--- config.mk ---
export PLATFORM = sky130hd
export DESIGN_NAME = instruction_fetch_stage
export DESIGN_NICKNAME = d
export VERILOG_FILES = /design/src/rtl/instruction_fetch_stage.sv
export SDC_FILE = /design/constraint.sdc
export NUM_CORES = 1
export LEC_CHECK = 0
export CAP_MARGIN = 10
export CORE_MARGIN = 4
export CORE_UTILIZATION = 46
export CTS_CLUSTER_DIAMETER = 50
export DETAILED_ROUTE_END_ITERATION = 8
export GPL_ROUTABILITY_DRIVEN = 0
export PLACE_DENSITY_LB_ADDON = 0.25
export SLEW_MARGIN = 20
export SYNTH_ARGS = -nofsm -noshare
export SYNTH_HDL_FRONTEND = slang
export SYNTH_SLANG_ARGS = --single-unit
--- constraint.sdc ---
create_clock -name clk -period 2.7 [get_ports clk]
set_input_delay 0.405 -clock clk [delete_from_list [all_inputs] [get_ports clk]]
set_output_delay 0.405 -clock clk [all_outputs]
set_load 0.01 [all_outputs]
--- src/rtl/instruction_fetch_stage.sv ---
// ============================================================================
// Module      : instruction_fetch_stage
// Description : PC/fetch stage feeding an IF/ID register, with one-entry skid
//               buffer, stall hold and jr/jump/branch redirect with squash.
// Revision    : 1.0 - initial release
// ============================================================================
`default_nettype none

module instruction_fetch_stage #(
  parameter int WIDTH = 32,
  parameter logic [WIDTH-1:0] RESET_PC = 32'h0040_0000
) (
  input  logic             clk,
  input  logic             reset,
  input  logic             stall_i,
  input  logic             branch_en_i,
  input  logic             branch_type_i,
  input  logic             zero_i,
  input  logic [15:0]      branch_offset_i,
  input  logic             jump_i,
  input  logic [25:0]      jump_index_i,
  input  logic             jr_i,
  input  logic [WIDTH-1:0] jr_target_i,
  output logic             imem_req_o,
  output logic [WIDTH-1:0] imem_addr_o,
  input  logic [WIDTH-1:0] imem_rdata_i,
  input  logic             imem_ready_i,
  output logic [WIDTH-1:0] if_id_instr_o,
  output logic [WIDTH-1:0] if_id_pc4_o,
  output logic             if_id_valid_o,
  output logic [5:0]       opcode_o,
  output logic [31:0]      fetch_count_o
);

  typedef enum logic [1:0] {
    IDLE  = 2'd0,
    FETCH = 2'd1,
    HOLD  = 2'd2
  } state_t;

  state_t           r_state;
  state_t           w_nextState;
  logic [WIDTH-1:0] r_pc;
  logic [WIDTH-1:0] r_skidInstr;
  logic [WIDTH-1:0] r_skidPc4;
  logic             r_skidValid;
  logic [WIDTH-1:0] r_ifIdInstr;
  logic [WIDTH-1:0] r_ifIdPc4;
  logic             r_ifIdValid;
  logic [31:0]      r_fetchCount;

  logic [WIDTH-1:0] w_pcPlus4;
  logic             w_taken;
  logic             w_redirect;
  logic [WIDTH-1:0] w_target;
  logic [WIDTH-1:0] w_branchTarget;
  logic             w_captureMem;
  logic             w_captureSkid;
  logic             w_fillSkid;
  logic             w_bubble;
  logic             w_advancePc;

  assign w_pcPlus4      = r_pc + WIDTH'(4);
  assign w_taken        = branch_en_i & (branch_type_i ? zero_i : ~zero_i);
  // Control inputs only describe the IF/ID instruction, so a bubble never redirects.
  assign w_redirect     = r_ifIdValid & (jr_i | jump_i | w_taken);
  assign w_branchTarget = r_ifIdPc4 +
                          {{(WIDTH-18){branch_offset_i[15]}}, branch_offset_i, 2'b00};

  always_comb begin
    w_target = w_branchTarget;
    if (jr_i) begin
      w_target = {jr_target_i[WIDTH-1:2], 2'b00};
    end else if (jump_i) begin
      w_target = {r_ifIdPc4[WIDTH-1:28], jump_index_i, 2'b00};
    end
  end

  always_ff @(posedge clk or negedge reset) begin
    if (!reset) begin
      r_state <= IDLE;
    end else begin
      r_state <= w_nextState;
    end
  end

  always_comb begin
    w_nextState   = r_state;
    w_captureMem  = 1'b0;
    w_captureSkid = 1'b0;
    w_fillSkid    = 1'b0;
    w_bubble      = 1'b0;
    w_advancePc   = 1'b0;
    if (w_redirect) begin
      w_nextState = FETCH;
    end else begin
      case (r_state)
        IDLE: w_nextState = FETCH;
        FETCH: begin
          if (imem_ready_i) begin
            w_advancePc = 1'b1;
            if (stall_i) begin
              w_fillSkid  = 1'b1;
              w_nextState = HOLD;
            end else begin
              w_captureMem = 1'b1;
            end
          end else if (!stall_i) begin
            w_bubble = 1'b1;
          end
        end
        HOLD: begin
          if (!stall_i && r_skidValid) begin
            w_captureSkid = 1'b1;
            w_nextState   = FETCH;
          end
        end
        default: w_nextState = IDLE;
      endcase
    end
  end

  always_ff @(posedge clk or negedge reset) begin
    if (!reset) begin
      r_pc         <= RESET_PC;
      r_skidInstr  <= '0;
      r_skidPc4    <= '0;
      r_skidValid  <= 1'b0;
      r_ifIdInstr  <= '0;
      r_ifIdPc4    <= '0;
      r_ifIdValid  <= 1'b0;
      r_fetchCount <= '0;
    end else if (w_redirect) begin
      // Squash: any word returned this cycle belongs to the wrong path.
      r_pc        <= w_target;
      r_ifIdValid <= 1'b0;
      r_skidValid <= 1'b0;
    end else begin
      if (w_advancePc) begin
        r_pc <= w_pcPlus4;
      end
      if (w_captureMem) begin
        r_ifIdInstr  <= imem_rdata_i;
        r_ifIdPc4    <= w_pcPlus4;
        r_ifIdValid  <= 1'b1;
        r_fetchCount <= r_fetchCount + 32'd1;
      end
      if (w_captureSkid) begin
        r_ifIdInstr  <= r_skidInstr;
        r_ifIdPc4    <= r_skidPc4;
        r_ifIdValid  <= 1'b1;
        r_skidValid  <= 1'b0;
        r_fetchCount <= r_fetchCount + 32'd1;
      end
      if (w_fillSkid) begin
        r_skidInstr <= imem_rdata_i;
        r_skidPc4   <= w_pcPlus4;
        r_skidValid <= 1'b1;
      end
      if (w_bubble) begin
        r_ifIdValid <= 1'b0;
      end
    end
  end

  assign imem_req_o    = (r_state == FETCH);
  assign imem_addr_o   = r_pc;
  assign if_id_instr_o = r_ifIdInstr;
  assign if_id_pc4_o   = r_ifIdPc4;
  assign if_id_valid_o = r_ifIdValid;
  assign opcode_o      = r_ifIdValid ? r_ifIdInstr[WIDTH-1:WIDTH-6] : 6'h00;
  assign fetch_count_o = r_fetchCount;

endmodule

`default_nettype wire

**Word-level counts from Yosys, hierarchy flattened**

Cells that the tools add are included.

- Logic and storage cells: 74
- Bits of input ports: 115
- Output and inout port bits: 136
- Bits in registers: 196

- Bitwise operators: 6
- Muxes and demuxes: 41
- Eq/ne operators: 5
- Reduce and logical (&&, ||, !) cells: 10
- Add/subtract/negate cells: 3

Operator list:

| operator | count |
|---|---|
| $mux W32 | 10 |
| $add A32 B1 Y32 const B | 1 |
| $add A32 B3 Y32 const B | 1 |
| $add A32 B32 Y32 | 1 |
| $mux W1 | 25 |
| $mux W2 | 4 |
| $mux W6 | 1 |
| $pmux W2 S3 | 1 |
| $reduce_and A2 Y1 | 2 |
| $reduce_bool A2 Y1 | 2 |
| $reduce_bool A4 Y1 | 1 |
| $ne A3 B1 Y1 const B | 1 |
| $ne A3 B2 Y1 const B | 1 |
| $ne A3 B3 Y1 const B | 1 |
| $reduce_and A3 Y1 | 1 |
| $reduce_bool A3 Y1 | 1 |
| $and A1 B1 Y1 | 2 |
| $eq A2 B1 Y1 const B | 1 |
| $eq A2 B2 Y1 const B | 1 |
| $logic_not A2 Y1 | 1 |
| $not A1 Y1 | 2 |
| $or A1 B1 Y1 | 2 |
| $logic_and A1 B1 Y1 | 1 |
| $logic_not A1 Y1 | 1 |

**Logic depth before layout (Yosys ltp)**

Gate-level depths: netlist of the first run.

- Word-level depth: 10
- Depth in mapped cells: 11
- Depth with buffers taken out: 11

**Worst setup path after synthesis of the first run**

OpenSTA, ideal clock, no wires.

- Path type: register to register
- Start point: reg r_ifIdPc4[2], in the netlist if_id_pc4_o[2]
- End point: reg r_pc[30], in the netlist imem_addr_o[30]
- Data arrival time: 2710 ps
- Setup slack: -141 ps
- Buffers on the path: 0
- Stages on the path, launching flop included: 12
- Path through: dfrtp_1 ha_1 fa_1 a21o_1 a21o_1 a211oi_1 o21a_1 o21ai_1 o22ai_1 o2bb2ai_1 and4b_1 or3_1

- Cells in the longest elaborated chain, start to end: 4

Ends and longest elaborated chain:

| what | line | source |
|---|---|---|
| from (decl) | 48 | `logic [WIDTH-1:0] r_ifIdPc4;` |
| from (signal assigned) | 144 | `r_ifIdPc4 <= w_pcPlus4;` |
| from (signal assigned) | 150 | `r_ifIdPc4 <= r_skidPc4;` |
| $add A32 B32 Y32 | 67 | `assign w_branchTarget = r_ifIdPc4 +` |
| $mux W32 | 74 | `end else if (jump_i) begin` |
| $mux W32 | 72 | `if (jr_i) begin` |
| $mux W32 | 133 | `end else if (w_redirect) begin` |
| to (signal assigned) | 135 | `r_pc <= w_target;` |
| to (signal assigned) | 140 | `r_pc <= w_pcPlus4;` |
| to (decl) | 43 | `logic [WIDTH-1:0] r_pc;` |

No other way between the ends.
A chain may end at the register's enable or synchronous reset.

**Worst setup path after layout of the first run**

- Start point: in branch_offset_i[0]
- End point: reg r_pc[28], in the netlist imem_addr_o[28]

- Cells in the longest elaborated chain, start to end: 4

Ends and longest elaborated chain:

| what | line | source |
|---|---|---|
| from (decl) | 19 | `input logic [15:0] branch_offset_i,` |
| $add A32 B32 Y32 | 67 |  |
| $mux W32 | 74 |  |
| $mux W32 | 72 |  |
| $mux W32 | 133 |  |

No other way between the ends.

==> results.tsv, run 1 <==
stage	metric	value	unit
clock_tree	clock_path_buffers	2	
setup_path	path_max_fanout	4	
pwr	leakage	6.98	nW
setup_path	reg2reg_to	imem_addr_o[28]	
timing	setup-violations-final	4	
timing	slew_headroom	56.9	%
placement	post-place-ws	-0.680	ns
clock_tree	path_clk_slew	0.08	ns
grt	grt_max_degree	99	
yosys	synth_ff_type	dfrtp_1	
grt	grt_usage	26.2	%
cells_and_area	syn_to_final_growth	42.2	%
clock_tree	clk_latency	0.45	ns
setup_path	reg2regPathDepth	11	
setup_path	rrSetupSlack	-0.14	ns
drt	finalWirelength	34500	um
setup_path	worstSetupEndpointType	flop	
timing	timing.fmax	351	MHz
cells_and_area	drive_gt1_share	14.1	%
drt	drt-initial-drc-count	658	
setup_path	worstPathArrival	3.18	ns
die	rows	56	
timing	tns	-0.304	ns
yosys	synth-edff-count	0	
grt	grt_pass1_wl	55400	um
drt	first_pass_iters	8	
timing	rsz0062_at_grt	true	
die	initial_core_util	46.9	%
timing	fin_skew	0.0147	ns
cells_and_area	antenna_cells	0	
yosys	syn-cell-area	11000	sq um
clock_tree	cts_max_level	4	
drt	route.detailed.drc	0	
status	violations	negative hold slack, negative setup slack	
setup_path	start_kind	input pin	
cells_and_area	multiInputGateArea	5910	sq um
pwr	powerDensity	1030	nW/um^2
cells_and_area	nets	1753	
grt	antenna_found_initial	2	
yosys	yosys.cell_types.count	65	
die	die_w	163	um
yosys	synthArstFlopShare	100	%
yosys	netlist_instances	1259	
drt	routedWlPerCell	17.8	um
yosys	synth_seq_cells	196	
die	fp.dieH	163	um
clock_tree	cts_buffers	17	
yosys	synth.avg_cell_area	8.74	sq um
drt	drtAntennaViolNets	0	
timing	worstMarginPinSlew	0.646	ns
setup_path	reg2reg_from	if_id_pc4_o[2]	
die	core	23500	sq um
setup_path	path_class	input pin to flop	
yosys	synth.net_count	1406	
clock_tree	cts_tree	yes	
clock_tree	cts_root_buf	clkbuf_16	
yosys	synth_warnings	0	
pwr	irDropWorstVdd	0.000563	V
drt	detail_route.vias_per_cell	5.38	
cells_and_area	nFillCells	1902	
placement	io_buffer_count	248	
timing	hold_slack	-0.0104	ns
worst_hold_path	hold_class	input pin to async pin	
timing	finalHoldViolations	5	
die	dieArea	26500	sq um
timing	worst_slack	-0.147	ns
drt	vias	10400	
timing	fin_crit	2.85	ns
clock_tree	ctsHoldBuffers	0	
grt	overflow	0	
clock_tree	cts.sinks	196	
cells_and_area	ff_latch_area	4910	sq um
setup_path	cp.required	3.03	ns
cells_and_area	final_area	15600	sq um
grt	grt_pass1_vias	10400	
placement	postPlaceCellArea	14800	sq um
status	status	finished with violations	
run	drv_cap	0	
timing	drv_slew	0	
yosys	ys_seq_area_share	44.6	%
die	io_pins	251	
timing	min_period_over_period	105	%
placement	hpwl	25100	um
pwr	total_power	16.2	mW
## timing repair
item / 4_1_cts / 5_1_grt
hold endpoints to repair: 0 / 0
cloned: 0 / 0
gates resized for setup: 6 / 22
pin swaps: 9 / 20
setup buffers: 5 / 4
setup endpoints to repair: 6 / 15
## area by class of cell
type / instances / area share (%)
repair buffers: 401 / 24.0
clock inverters: 15 / 1.40
clock buffers: 17 / 2.72
inverters: 9 / 0.216
well taps: 319 / 2.55
multi-input cells: 981 / 37.8
flip-flops and latches: 196 / 31.4
## synthesized netlist by cell type, types with 3 or more instances
cell,instances,area share [%]
clkbuf_1,64,2.2
mux2i_1,43,3.9
a211oi_1,7,0.48
and4_1,6,0.48
nor2_2,3,0.17
o21ai_1,3,0.14
o311a_1,3,0.27
dfrtp_1,195,44
nand4_1,17,0.97
xor2_1,53,4.2
xnor2_1,59,4.7
nor2_1,67,2.3
nor2b_1,10,0.57
nor3_1,18,0.82
ha_1,31,3.5
or3_1,4,0.23
a221oi_1,4,0.32
nand2_1,306,10
buf_2,3,0.14
a21boi_0,3,0.20
a31oi_1,6,0.34
a22o_1,6,0.48
nand3_1,31,1.4
a21o_1,15,1.0
o211ai_1,13,0.89
o21ai_0,122,5.5
o22ai_1,16,0.91
and2_1,14,0.80
and3_1,20,1.1
a21oi_1,59,2.7
nand2b_1,6,0.34
inv_1,9,0.31
## layout by cell type (no fill, tap or decap), types with 15 or more instances in the layout
master	instances
clkbuf_16	17
ha_1	28
clkdlybuf4s50_1	244
dfrtp_1	194
a21o_1	15
xnor2_1	58
a21oi_1	56
nor2_1	64
o21ai_0	115
xor2_1	53
nand3_1	29
nand2_1	306
o22ai_1	15
nor3_1	18
buf_4	144
nand4_1	17
mux2i_1	43
and3_1	19
## sequential cells by signal, summed over array words and instances, names as in the netlist
| register | flops |
|---|---|
| imem_addr_o | 32 |
| r_state | 2 |
| r_skidPc4 | 32 |
| fetch_count_o | 32 |
| if_id_pc4_o | 32 |
| if_id_valid_o | 1 |
| r_skidValid | 1 |
| if_id_instr_o | 32 |
| r_skidInstr | 32 |
## worst max-delay path: stages
cell             delay, ns
clkdlybuf4s50_1       0.45
ha_4                  0.18
fa_2                  0.34
a21o_1                0.18
a21o_1                0.18
a211oi_2              0.32
o21a_1                0.23
o21ai_4               0.09
a2111o_1              0.37
a31oi_1               0.18
xor2_1                0.18
a21oi_1               0.08
## per-layer routing
| layer | GRT usage, % | part of all wire [%] | vias to the layer above |
|---|---|---|---|
| li1 | - | - | 5003 |
| met1 | 34.8 | 42 | 4965 |
| met2 | 43.1 | 48 | 386 |
| met3 | 6.23 | 7.5 | 70 |
| met4 | 7.55 | 2.9 | 4 |
| met5 | 0 | 0.070 | - |
## kinds of logic after synthesis
logic type | Yosys count | synth area share [%]
compound gates | 276 | 14.9
xor+xnor | 112 | 8.92
fa+ha+maj | 32 | 3.71
buf+inv | 82 | 3.04
flops | 196 | 44.6
mux | 43 | 3.91
simple gates | 518 | 20.9
## per-stage QoR
stage / util (%) / instances / hold WS (ns)
final: 66.6 / 1938 / -0.0104
after global placement: 63.1 / 1897 / 0.457
after floorplan: - / 1259 / 0.109
after CTS: 66.2 / 1934 / 0.0194
after detailed placement: 63.1 / 1897 / 0.462
after global routing: 66.6 / 1938 / 0.0263
## worst max path at each step
stage                  startpoint         endpoint  slack [ns]  cells after the start
2_1_floorplan      imem_addr_o[2]  imem_addr_o[30]       0.007                     10
3_3_place_gp   branch_offset_i[0]  imem_addr_o[28]       -0.60                     12
3_5_place_dp   branch_offset_i[0]  imem_addr_o[30]       -0.68                     12
4_1_cts            if_id_pc4_o[2]  imem_addr_o[28]       -0.14                     11
5_1_grt            if_id_pc4_o[2]  imem_addr_o[28]       -0.26                     11
6_report       branch_offset_i[0]  imem_addr_o[28]       -0.15                     12
## where the power goes
part | internal [mW] | leakage (nW) | switching (mW)
Combinational | 4.27 | 4.24 | 4.06
Sequential | 4.11 | 2.44 | 0.993
Clock | 1.32 | 0.309 | 1.43
(Power assumes the default switching activity.)
==> run 2: changes to the inputs <==
--- a/config.mk
+++ b/config.mk
@@ -12,6 +12,7 @@
 export DETAILED_ROUTE_END_ITERATION = 8
 export GPL_ROUTABILITY_DRIVEN = 0
 export PLACE_DENSITY_LB_ADDON = 0.25
+export SKIP_LAST_GASP = 1
 export SLEW_MARGIN = 20
 export SYNTH_ARGS = -nofsm -noshare
 export SYNTH_HDL_FRONTEND = slang
==> results.tsv, run 2 (synthesis gave the netlist of run 1 again) <==
stage	metric	value	unit
cells_and_area	finalNonFillerCells	1941	
timing	worst_slack	-0.156	ns
clock_tree	ctsHoldBuffers	0	
cells_and_area	nets	1756	
grt	grt_pass1_wl	55400	um
run	drv_cap	0	
timing	drv_slew	0	
status	violations	negative hold slack, negative setup slack	
grt	grt_max_degree	99	
setup_path	reg2reg_from	if_id_pc4_o[2]	
clock_tree	cts_max_level	4	
setup_path	crit_path_frequent_cell	a21o_1	
clock_tree	cts_buffers	17	
cells_and_area	finish.utilization	66.9	%
clock_tree	clk_latency	0.44	ns
cells_and_area	nFillCells	1900	
drt	drtAntennaViolNets	0	
setup_path	slowest_delay	0.45	ns
timing	fin_skew	0.0154	ns
cells_and_area	drive_gt1_share	14.6	%
worst_hold_path	hold_class	input pin to async pin	
grt	antenna_found_initial	2	
drt	route.detailed.drc	0	
die	initial_core_util	46.9	%
setup_path	reg2regPathDepth	11	
die	rows	56	
die	dieArea	26500	sq um
timing	hold_slack	-0.0101	ns
setup_path	rrSetupSlack	-0.15	ns
timing	timing.fmax	350	MHz
placement	io_buffer_count	248	
timing	slew_headroom	56.5	%
die	die_w	163	um
drt	finalWirelength	34700	um
drt	first_pass_iters	7	
drt	detail_route.vias_per_cell	5.37	
grt	grt_pass1_vias	10400	
timing	setup-violations-final	5	
timing	finalHoldViolations	3	
status	status	finished with violations	
timing	fin_crit	2.86	ns
clock_tree	cts_root_buf	clkbuf_16	
clock_tree	path_clk_slew	0.08	ns
clock_tree	cts_tree	yes	
placement	hpwl	25100	um
cells_and_area	final_cell_mix	nand2_1, clkdlybuf4s50_1, dfrtp_1	
setup_path	path_max_fanout	4	
cells_and_area	multiInputGateArea	5940	sq um
cells_and_area	syn_to_final_growth	42.7	%
setup_path	crit_chain	clkdlybuf4s50_1 > ha_4 > fa_2 > a21o_1 > a21o_1 > a211oi_2 > o21a_1 > o21ai_4 > a2111o_1 > a31oi_1 > xor2_1 > a21oi_1	
cells_and_area	layout_commonest_cell	nand2_1	
drt	routedWlPerCell	17.9	um
setup_path	worstSetupEndpointType	flop	
pwr	leakage	6.99	nW
timing	min_period_over_period	106	%
placement	dp.cells	1897	
setup_path	path_class	input pin to flop	
setup_path	cp.required	3.03	ns
grt	grt_usage	26.2	%
setup_path	reg2reg_to	imem_addr_o[28]	
drt	vias	10400	
drt	drt-initial-drc-count	749	
pwr	irDropWorstVdd	0.000562	V
setup_path	critPathSlowestCell	clkdlybuf4s50_1	
setup_path	worstPathArrival	3.18	ns
die	core	23500	sq um
pwr	powerDensity	1040	nW/um^2
timing	worstMarginPinSlew	0.652	ns
die	io_pins	251	
die	fp.dieH	163	um
placement	postPlaceCellArea	14800	sq um
setup_path	start_kind	input pin	
placement	post-place-ws	-0.680	ns
clock_tree	clock_path_buffers	2	
timing	rsz0062_at_grt	true	
cells_and_area	final_area	15700	sq um
clock_tree	cts.sinks	196	
grt	overflow	0	
cells_and_area	ff_latch_area	4910	sq um
cells_and_area	antenna_cells	0	
==> run 2: changes by cell type in the layout (fill, tap and decap cells not counted), sizes merged <==
cell	previous run	this run
clkdlybuf4s50	244	245
buf	154	157
dlymetal6s2s	2	1
==> run 2: how the worst max path moves through the flow <==
stage	from	to	slack (ns)	cells after the start
4_1_cts	if_id_pc4_o[2]	imem_addr_o[28]	-0.14	11
3_5_place_dp	branch_offset_i[0]	imem_addr_o[30]	-0.68	12
2_1_floorplan	imem_addr_o[2]	imem_addr_o[30]	0.007	10
6_report	branch_offset_i[0]	imem_addr_o[28]	-0.16	12
3_3_place_gp	branch_offset_i[0]	imem_addr_o[28]	-0.60	12
5_1_grt	if_id_pc4_o[2]	imem_addr_o[31]	-0.29	14
==> run 2: worst max-delay path, delay by kind of cell <==
| kind | cells | cell delay, ns |
|---|---|---|
| AO/OA/AOI/OAI | 8 | 1.62 |
| adder cells (fa/ha/maj) | 2 | 0.53 |
| buffers and inverters | 1 | 0.45 |
| XOR/XNOR | 1 | 0.18 |
==> run 2: where the power goes <==
group | switching, mW | total [mW] | internal, mW
clock | 1.43 | 2.75 | 1.32
sequential | 0.992 | 5.10 | 4.11
combinational | 4.10 | 8.42 | 4.32
==> run 2: stage by stage <==
step | hold slack [ns] | setup TNS (ns) | power [mW]
after global placement | 0.457 | -10.26 | 13.0
after detailed placement | 0.462 | -12.94 | 13.2
after floorplan | 0.109 | 0 | 9.05
after CTS | 0.0194 | -0.236 | 16.1
final | -0.0101 | -0.451 | 16.3
after global routing | 0.0263 | -2.11 | 17.4
==> run 2: cell type report <==
type,count,area share (%)
clock buffer,17,2.71
clock inverter,15,1.39
inverter,9,0.215
multi-input combinational,981,37.9
sequential,196,31.3
tap,319,2.54
timing repair buffer,404,24.0
==> run 2: layer usage <==
layer,wire [um],part of all wire (%),track usage (%)
met4,917,2.6,7.55
met3,2580,7.4,6.23
met2,16600,48,43.1
met5,24,0.069,0
met1,14600,42,34.8
==> run 2: what timing repair did <==
| action | 4_1_cts | 5_1_grt |
|---|---|---|
| setup buffers | 5 | 7 |
| pin swaps | 9 | 27 |
| resized for setup | 5 | 31 |
| endpoints found under the setup margin | 6 | 14 |
==> run 3: changes to the inputs <==
--- a/config.mk
+++ b/config.mk
@@ -5,9 +5,11 @@
 export SDC_FILE = /design/constraint.sdc
 export NUM_CORES = 1
 export LEC_CHECK = 0
+export ABC_AREA = 0
 export CAP_MARGIN = 10
 export CORE_MARGIN = 4
-export CORE_UTILIZATION = 46
+export CORE_UTILIZATION = 39
+export CTS_BUF_LIST = sky130_fd_sc_hd__clkbuf_16
 export CTS_CLUSTER_DIAMETER = 50
 export DETAILED_ROUTE_END_ITERATION = 8
 export GPL_ROUTABILITY_DRIVEN = 0
==> results.tsv, run 3 (synthesis gave the netlist of run 1 again) <==
stage	metric	value	unit
status	status	finished with violations	
status	violations	negative setup slack	
setup_path	cp.required	3.02	ns
clock_tree	clk_latency	0.44	ns
timing	drv_slew	0	
cells_and_area	finish.utilization	57.0	%
die	dieArea	31000	sq um
setup_path	path_class	input pin to flop	
clock_tree	cts_buffers	17	
timing	fin_skew	0.0203	ns
drt	finalWirelength	35100	um
die	io_pins	251	
grt	antenna_found_initial	2	
timing	timing.fmax	345	MHz
setup_path	worstSetupEndpointType	flop	
clock_tree	path_clk_slew	0.08	ns
placement	io_buffer_count	248	
die	rows	61	
cells_and_area	finalNonFillerCells	2004	
cells_and_area	drive_gt1_share	14.8	%
die	fp.dieH	176	um
drt	drt-initial-drc-count	693	
grt	grt_pass1_vias	10400	
timing	finalHoldViolations	0	
clock_tree	cts_tree	yes	
setup_path	start_kind	input pin	
cells_and_area	final_cell_mix	nand2_1, clkdlybuf4s50_1, dfrtp_1	
cells_and_area	nets	1760	
run	drv_cap	0	
timing	rsz0062_at_grt	true	
timing	worst_slack	-0.197	ns
die	die_w	176	um
cells_and_area	final_area	15800	sq um
drt	wl_met3	2290	um
drt	route.detailed.drc	0	
clock_tree	cts.sinks	196	
placement	dp.cells	1962	
pwr	irDropWorstVdd	0.000544	V
clock_tree	clock_path_buffers	2	
cells_and_area	antenna_cells	0	
placement	post-place-ws	-0.658	ns
timing	worstMarginPinSlew	0.761	ns
worst_hold_path	hold_class	input pin to flop	
cells_and_area	nFillCells	2542	
cells_and_area	syn_to_final_growth	43.8	%
timing	fin_crit	2.90	ns
timing	hold_slack	0.440	ns
drt	drtAntennaViolNets	0	
placement	hpwl	25800	um
clock_tree	cts_root_buf	clkbuf_16	
drt	detail_route.vias_per_cell	5.19	
grt	overflow	0	
setup_path	worstPathArrival	3.22	ns
drt	wl_met2	16800	um
drt	routedWlPerCell	17.5	um
grt	grt_pass1_wl	55700	um
clock_tree	cts_max_level	4	
die	initial_core_util	39.6	%
timing	setup-violations-final	6	
setup_path	path_max_fanout	4	
pwr	leakage	7.01	nW
die	core	27800	sq um
timing	min_period_over_period	107	%
grt	grt_usage	22.5	%
drt	top_layer	met5	
drt	wl_met1	15200	um
timing	slew_headroom	49.2	%
placement	postPlaceCellArea	15000	sq um
pwr	total_power	16.3	mW
cells_and_area	layout_commonest_cell	nand2_1	
timing	tns	-0.508	ns
pwr	powerDensity	1030	nW/um^2
drt	vias	10400	
drt	first_pass_iters	5	
grt	grt_max_degree	76	
## run 3: timing repair
item                                    CTS  global route
hold buffers                              1             0
pin swaps                                 5            25
endpoints found under the setup margin   10            15
buffers inserted                          2             7
gates resized for setup                   8            36
endpoints found under the hold margin     1             0
## run 3: worst paths after layout
check,start,to,slack [ns],depth (start not counted)
hold / removal,jump_i,imem_addr_o[0],0.44,5
setup / recovery,branch_offset_i[0],imem_addr_o[28],-0.20,12
setup reg to reg,if_id_pc4_o[2],imem_addr_o[28],-0.19,11
min in group asynchronous,reset,r_skidInstr[9],0.53,2
max in group asynchronous,reset,imem_addr_o[0],1.46,3
hold reg to reg,fetch_count_o[31],fetch_count_o[31],0.47,1
## run 3: layout make-up
| type | count | area [sq um] | share of cell area, % |
|---|---|---|---|
| clock buffer | 17 | 425 | 2.69 |
| clock inverter | 15 | 181 | 1.15 |
| inverter | 9 | 33.8 | 0.213 |
| multi-input combinational | 981 | 5960 | 37.7 |
| sequential | 196 | 4910 | 31.0 |
| tap | 378 | 473 | 2.99 |
| timing repair buffer | 408 | 3840 | 24.3 |
## run 3: layer usage
metal,vias to the layer above,track usage (%)
li1,5026,-
met1,5001,30.2
met2,316,36.8
met3,49,4.84
met4,4,6.63
met5,-,0
## run 3: report_power, final
group / internal, mW / leakage, nW / switching [mW]
clock network: 1.26 / 0.294 / 1.34
logic: 4.40 / 4.28 / 4.14
registers: 4.11 / 2.44 / 1.02
## run 3: critical path: stages
cell	delay, ns
clkdlybuf4s50_1	0.45
ha_4	0.18
fa_2	0.34
a21o_1	0.19
a21o_1	0.20
a211oi_4	0.32
o21a_2	0.21
o21ai_4	0.09
a2111o_1	0.39
a31oi_2	0.19
xor2_1	0.17
a21oi_1	0.09
